===== src/rtl/control_out_capture.sv =====
// Control-word capture: round-robin arbitration over N_CH producers into a single
// FIFO, with an optional per-channel "store only on change" filter.
module control_out_capture #(
   parameter int DATA_W = 32,
   parameter int N_CH   = 2,
   parameter int DEPTH  = 8,
   localparam int CH_W  = (N_CH > 1) ? $clog2(N_CH) : 1,
   localparam int CNT_W = $clog2(DEPTH + 1),
   localparam int PTR_W = $clog2(DEPTH)
) (
   input  logic                     clk,
   input  logic                     rst_n,
   input  logic                     clear,
   input  logic                     mode_change_only,
   input  logic [N_CH-1:0]          in_valid,
   input  logic [N_CH*DATA_W-1:0]   in_data,
   output logic [N_CH-1:0]          in_ready,
   output logic                     out_valid,
   input  logic                     out_ready,
   output logic [DATA_W-1:0]        out_data,
   output logic [CH_W-1:0]          out_ch,
   output logic [CNT_W-1:0]         count,
   output logic [15:0]              filt_cnt
);

   // Handshakes: a word moves when valid & ready are both high at a rising edge.
   // in_ready is a one-hot-or-zero grant that never depends on out_ready, so a full
   // FIFO never accepts a write in the same cycle as a pop; out_valid is high
   // exactly while the FIFO holds data, and the head is held until out_ready.

   logic [DATA_W-1:0] mem_data [DEPTH];
   logic [CH_W-1:0]   mem_ch   [DEPTH];
   logic [PTR_W-1:0]  wr_ptr, rd_ptr;
   logic [CH_W-1:0]   rr_ptr, grant_idx, rr_next;
   logic [CH_W:0]     idx;
   logic [N_CH-1:0]   grant;
   logic              found;
   logic [N_CH-1:0]   last_vld;
   logic [DATA_W-1:0] last_val [N_CH];
   logic [DATA_W-1:0] word;
   logic              can_accept, xfer, filtered, push, pop;

   // Round-robin search beginning at rr_ptr, wrapping past the last channel.
   always_comb begin
      grant     = '0;
      grant_idx = '0;
      found     = 1'b0;
      idx       = '0;
      for (int k = 0; k < N_CH; k++) begin
         idx = {1'b0, rr_ptr} + (CH_W + 1)'(k);
         if (idx >= (CH_W + 1)'(N_CH)) idx = idx - (CH_W + 1)'(N_CH);
         if (!found && in_valid[idx[CH_W-1:0]]) begin
            found                 = 1'b1;
            grant_idx             = idx[CH_W-1:0];
            grant[idx[CH_W-1:0]]  = 1'b1;
         end
      end
   end

   assign can_accept = !rst_n && !clear && (count != CNT_W'(DEPTH));
   assign in_ready   = can_accept ? grant : '0;
   assign xfer       = |(in_valid & in_ready);
   assign word       = in_data[grant_idx*DATA_W +: DATA_W];
   assign filtered   = mode_change_only && last_vld[grant_idx] && (last_val[grant_idx] == word);
   assign push       = xfer && !filtered;
   assign out_valid  = (count != '0);
   assign pop        = out_valid && out_ready && !clear;
   assign rr_next    = (grant_idx == CH_W'(N_CH - 1)) ? '0 : grant_idx + 1'b1;

   assign out_data = mem_data[rd_ptr];
   assign out_ch   = mem_ch[rd_ptr];

   always_ff @(posedge clk or posedge rst_n) begin
      if (rst_n) begin
         wr_ptr   <= '0;
         rd_ptr   <= '0;
         count    <= '0;
         filt_cnt <= '0;
         rr_ptr   <= '0;
         last_vld <= '0;
      end else if (clear) begin
         wr_ptr   <= '0;
         rd_ptr   <= '0;
         count    <= '0;
         filt_cnt <= '0;
         rr_ptr   <= '0;
         last_vld <= '0;
      end else begin
         if (xfer) begin
            rr_ptr              <= rr_next;
            last_vld[grant_idx] <= 1'b1;
         end
         if (xfer && filtered && (filt_cnt != 16'hFFFF)) filt_cnt <= filt_cnt + 1'b1;
         if (push) wr_ptr <= wr_ptr + 1'b1;
         if (pop)  rd_ptr <= rd_ptr + 1'b1;
         case ({push, pop})
            2'b10:   count <= count + 1'b1;
            2'b01:   count <= count - 1'b1;
            default: count <= count;
         endcase
      end
   end

   // Storage carries no reset; validity lives entirely in count and last_vld.
   always_ff @(posedge clk) begin
      if (push) begin
         mem_data[wr_ptr] <= word;
         mem_ch[wr_ptr]   <= grant_idx;
      end
      if (xfer) last_val[grant_idx] <= word;
   end

endmodule


===== config.mk =====
export PLATFORM = sky130hd
export DESIGN_NAME = control_out_capture
export DESIGN_NICKNAME = d
export VERILOG_FILES = /design/src/rtl/control_out_capture.sv
export SDC_FILE = /design/constraint.sdc
export NUM_CORES = 1
export LEC_CHECK = 0
export CAP_MARGIN = 20
export CORE_MARGIN = 1.5
export CORE_UTILIZATION = 50
export DETAILED_ROUTE_END_ITERATION = 12
export GPL_ROUTABILITY_DRIVEN = 0
export HOLD_SLACK_MARGIN = 0.06
export PLACE_DENSITY = 0.71
export SYNTH_ARGS = -nofsm -noshare
export SYNTH_HDL_FRONTEND = slang
export SYNTH_SLANG_ARGS = --single-unit

===== constraint.sdc =====
create_clock -name clk -period 5.8 [get_ports clk]
set_input_delay 1.16 -clock clk [delete_from_list [all_inputs] [get_ports clk]]
set_output_delay 1.16 -clock clk [all_outputs]
set_load 0.03 [all_outputs]

==> results_dict.tcl <==
set metrics [dict create \
    period_share_pct 78.20 \
    setup_tns_ns 0 \
    areaGrowthSynthToFinish_pct 20.49 \
    maxSlewHeadroom_pct 30.40 \
    antenna_found_initial 4 \
    avgRoutedWirePerCell_um 22.96 \
    endpoint_kind "flip-flop" \
    avgSynthCellArea_um2 17.08 \
    yosysWarnings 0 \
    drt_wl_total_um 32840 \
    ant_nets 0 \
    chipHeight_um 174.7 \
    cp_slowest_stage_delay_ns 0.49 \
    maxSlewViolCount 0 \
    critical_path.slowest_cell "a22oi_1" \
    hold_depth 2 \
    crit_buf_inv 3 \
    hpwl_um 20470 \
    async_reset_ff_share_pct 8.123 \
    syn-instance-count 863 \
    clk_pin_slew_worst_paths_ns 0.06 \
    start_util_pct 51.09 \
    path_max_fanout 34 \
    maxCapViolations 0 \
    max_freq_mhz 220.5 \
    cts_root_buf "clkbuf_16" \
    die_w_um 174.7 \
    skew_ns 0.02501 \
    dieArea_um2 30530 \
    rsz0062_at_grt "false" \
    cp.depth 15 \
    hold_class "flip-flop to flip-flop" \
    crit_arrival_ns 4.92 \
    clockBufferDepth 3 \
    grt_max_degree 40 \
    grt_pass1_wl_um 49980 \
    startpoint_type "input port" \
    cts_setup_buffers 0 \
    cp_data_required_time_ns 6.19 \
    core_um2 28860 \
    fin_nets 1094 \
    ir_drop_v 0.0003398 \
    synth-seq-cells 357 \
    io_buffers 126 \
    viasPerCell 5.776 \
    syn-num-nets 940 \
    drt_iter0_drc 778 \
    route.detailed.drc 0 \
    finalSetupViolCount 0 \
    leakage_nw 5.976 \
    cts_resized 0 \
    htreeDepth 2 \
    fill_cells 2116 \
    yosysSeqAreaShare_pct 71.72 \
    insertion_delay_ns 0.52 \
    cts_hold_buf 0 \
    reg2reg_depth 14 \
    path_class "input port to flip-flop" \
    syn-cell-area_um2 14740 \
    finalCriticalPeriod_ns 4.535 \
    powerDensity_nw_per_um2 367.9 \
    grt_use_total_pct 21.98 \
    io_pins 127 \
    drtPass1Iterations 5 \
    grt_pass1_vias 8353 \
    outcome "complete, no violations" \
    synth_edf_count 328 \
    ys.flop_type "edfxtp_1" \
    tightest_slew_ns 1.044 \
    cp_cell_sequence "clkdlybuf4s50_1 > inv_1 > o21ai_4 > inv_2 > nand4_1 > a22oi_1 > a31oi_1 > nor3_1 > ha_1 > a21o_1 > a21oi_1 > and2_1 > nand4_1 > o211a_1 > mux2_2" \
    std_cell_rows 62 \
    numCtsBuffers 36 \
    finalHoldViolCount 0 \
    tritoncts "done" \
    drive_gt1_share_pct 19.18 \
    clkSinkCount 357 \
    dr_total_vias 8260 \
    yosysUniqueCellTypes 52 \
    path_delay_family "compound AO/OA/AOI/OAI gates" \
    crit_path_frequent_cell "nand4_1" \
    overflow 0 \
    total_power_mw 6.536 \
]
-- synthesized netlist by cell type (all sizes together), types with 2 or more instances --
cell     instances  area [µm²]
mux4            66        1486
or4              6       45.04
o2111ai          2       17.52
mux2            36       405.4
nand2          110       412.9
a2111oi          2       23.77
nor3             8       40.04
edfxtp         328        9849
buf             17       66.31
nand2b           4       25.02
a22oi            5       37.54
or4b             2       20.02
a21oi           17       85.08
o21ai           11       55.05
nor2            26       97.59
o31ai            8       60.06
o22ai            6       37.54
a222oi           3       30.03
inv             30       112.6
xor2            26       227.7
nor4             8       50.05
xnor2           22       192.7
nand3            5       25.02
dfrtp           29       725.7
nor3b            6       45.04
ha               5       62.56
nand4b           3       26.28
a211oi           2       15.01
or3              2       12.51
and2             5       31.28
mux2i            2       20.02
clkbuf          19       71.32
and3             5       31.28
nor2b           10       62.56
o2111a           2       22.52
nand4           13       87.58
-- placed cells by master, fill, tap and decap left out, types with 4 or more instances in the layout --
cell type / count
clkinv_2: 10
a22oi_1: 5
o21ai_0: 10
and3_1: 4
inv_1: 29
mux2_2: 36
nor2_1: 24
a21oi_1: 17
o22ai_1: 6
nand2_1: 110
ha_1: 5
clkbuf_16: 37
nand4_1: 12
edfxtp_1: 328
o31ai_1: 8
and2_1: 5
or4_1: 6
nor3_1: 6
nor3b_2: 4
mux4_2: 66
clkinv_1: 5
nor2b_1: 10
clkdlybuf4s50_1: 126
xnor2_1: 22
buf_4: 21
nor4_1: 8
nand3_1: 5
xor2_1: 26
dfrtp_1: 26
nand2b_1: 4
-- worst min-delay path: stages, from the launching register on --
cell     delay [ns]
dfrtp_1        0.37
nor2_1         0.06
nor2_1         0.07
-- power by group --
| group | internal (mW) | total, mW | leakage, nW | switching (mW) |
|---|---|---|---|---|
| clock | 1.31 | 2.26 | 0.567 | 0.951 |
| combinational | 0.633 | 1.26 | 2.04 | 0.624 |
| sequential | 2.91 | 3.02 | 3.37 | 0.112 |
-- per-layer routing --
layer	part of all wire (%)	global-route usage [%]	vias to the layer above
met5	0.040	0	-
met4	2.6	7.016	2
met3	5.9	3.220	56
met2	49	35.71	283
li1	-	-	3678
met1	43	30.97	4241
-- area by class of cell --
cell class	count	area (µm²)	area share, %
flip-flops and latches	357	10580	59.56
multi-input cells	440	3976	22.38
repair buffers	152	1461	8.226
clock buffers	40	937.1	5.275
well taps	384	480.5	2.704
clock inverters	24	209.0	1.176
inverters	30	112.6	0.6338
diodes	3	7.507	0.04226
-- metrics by stage --
stage | utilization [%] | setup slack (ns) | cell area (µm²) | hold slack (ns) | std cells
6_report | 61.56 | 1.265 | 17770 | 0.5425 | 1430
5_1_grt | 61.55 | 0.9739 | 17760 | 0.5809 | 1428
4_1_cts | 61.46 | 1.268 | 17740 | 0.5546 | 1423
3_5_place_dp | 57.49 | 0.7698 | 16590 | 0.5406 | 1359
3_3_place_gp | 57.49 | 0.8928 | 16590 | 0.5397 | 1359
2_1_floorplan | - | 0.2758 | 14740 | 0.4659 | 863
-- registers in the layout (all words and copies together), names as in the netlist --
name / flops
count: 4
last_val: 64
rr_ptr: 1
last_vld: 2
filt_cnt: 16
wr_ptr: 3
mem_data: 256
mem_ch: 8
rd_ptr: 3
-- cell families (layout without fill, tap and decap cells) --
kind of cell | count (synthesis) | in the layout | share of synthesized area, %
other | 0 | 3 | 0
adder cells (fa/ha/maj) | 6 | 6 | 0.5601
multiplexers | 104 | 104 | 12.97
AND/OR/NAND/NOR | 215 | 215 | 6.976
AO/OA/AOI/OAI | 66 | 66 | 3.072
buffers and inverters | 66 | 246 | 1.697
flip-flops | 357 | 357 | 71.72
XOR/XNOR | 49 | 49 | 3.004
-- final timing paths --
kind / start / end / slack [ns]
min in group asynchronous: rst_n / filt_cnt[2] / 1.07
min reg2reg: last_vld[0] / last_vld[0] / 0.54
max in group asynchronous: rst_n / rd_ptr[0] / 4.41
max reg2reg: last_val[1][30] / count[3] / 2.08
min: last_vld[0] / last_vld[0] / 0.54
max: in_valid[0] / count[3] / 1.26
No activity file was read; power rests on OpenSTA's default activity.
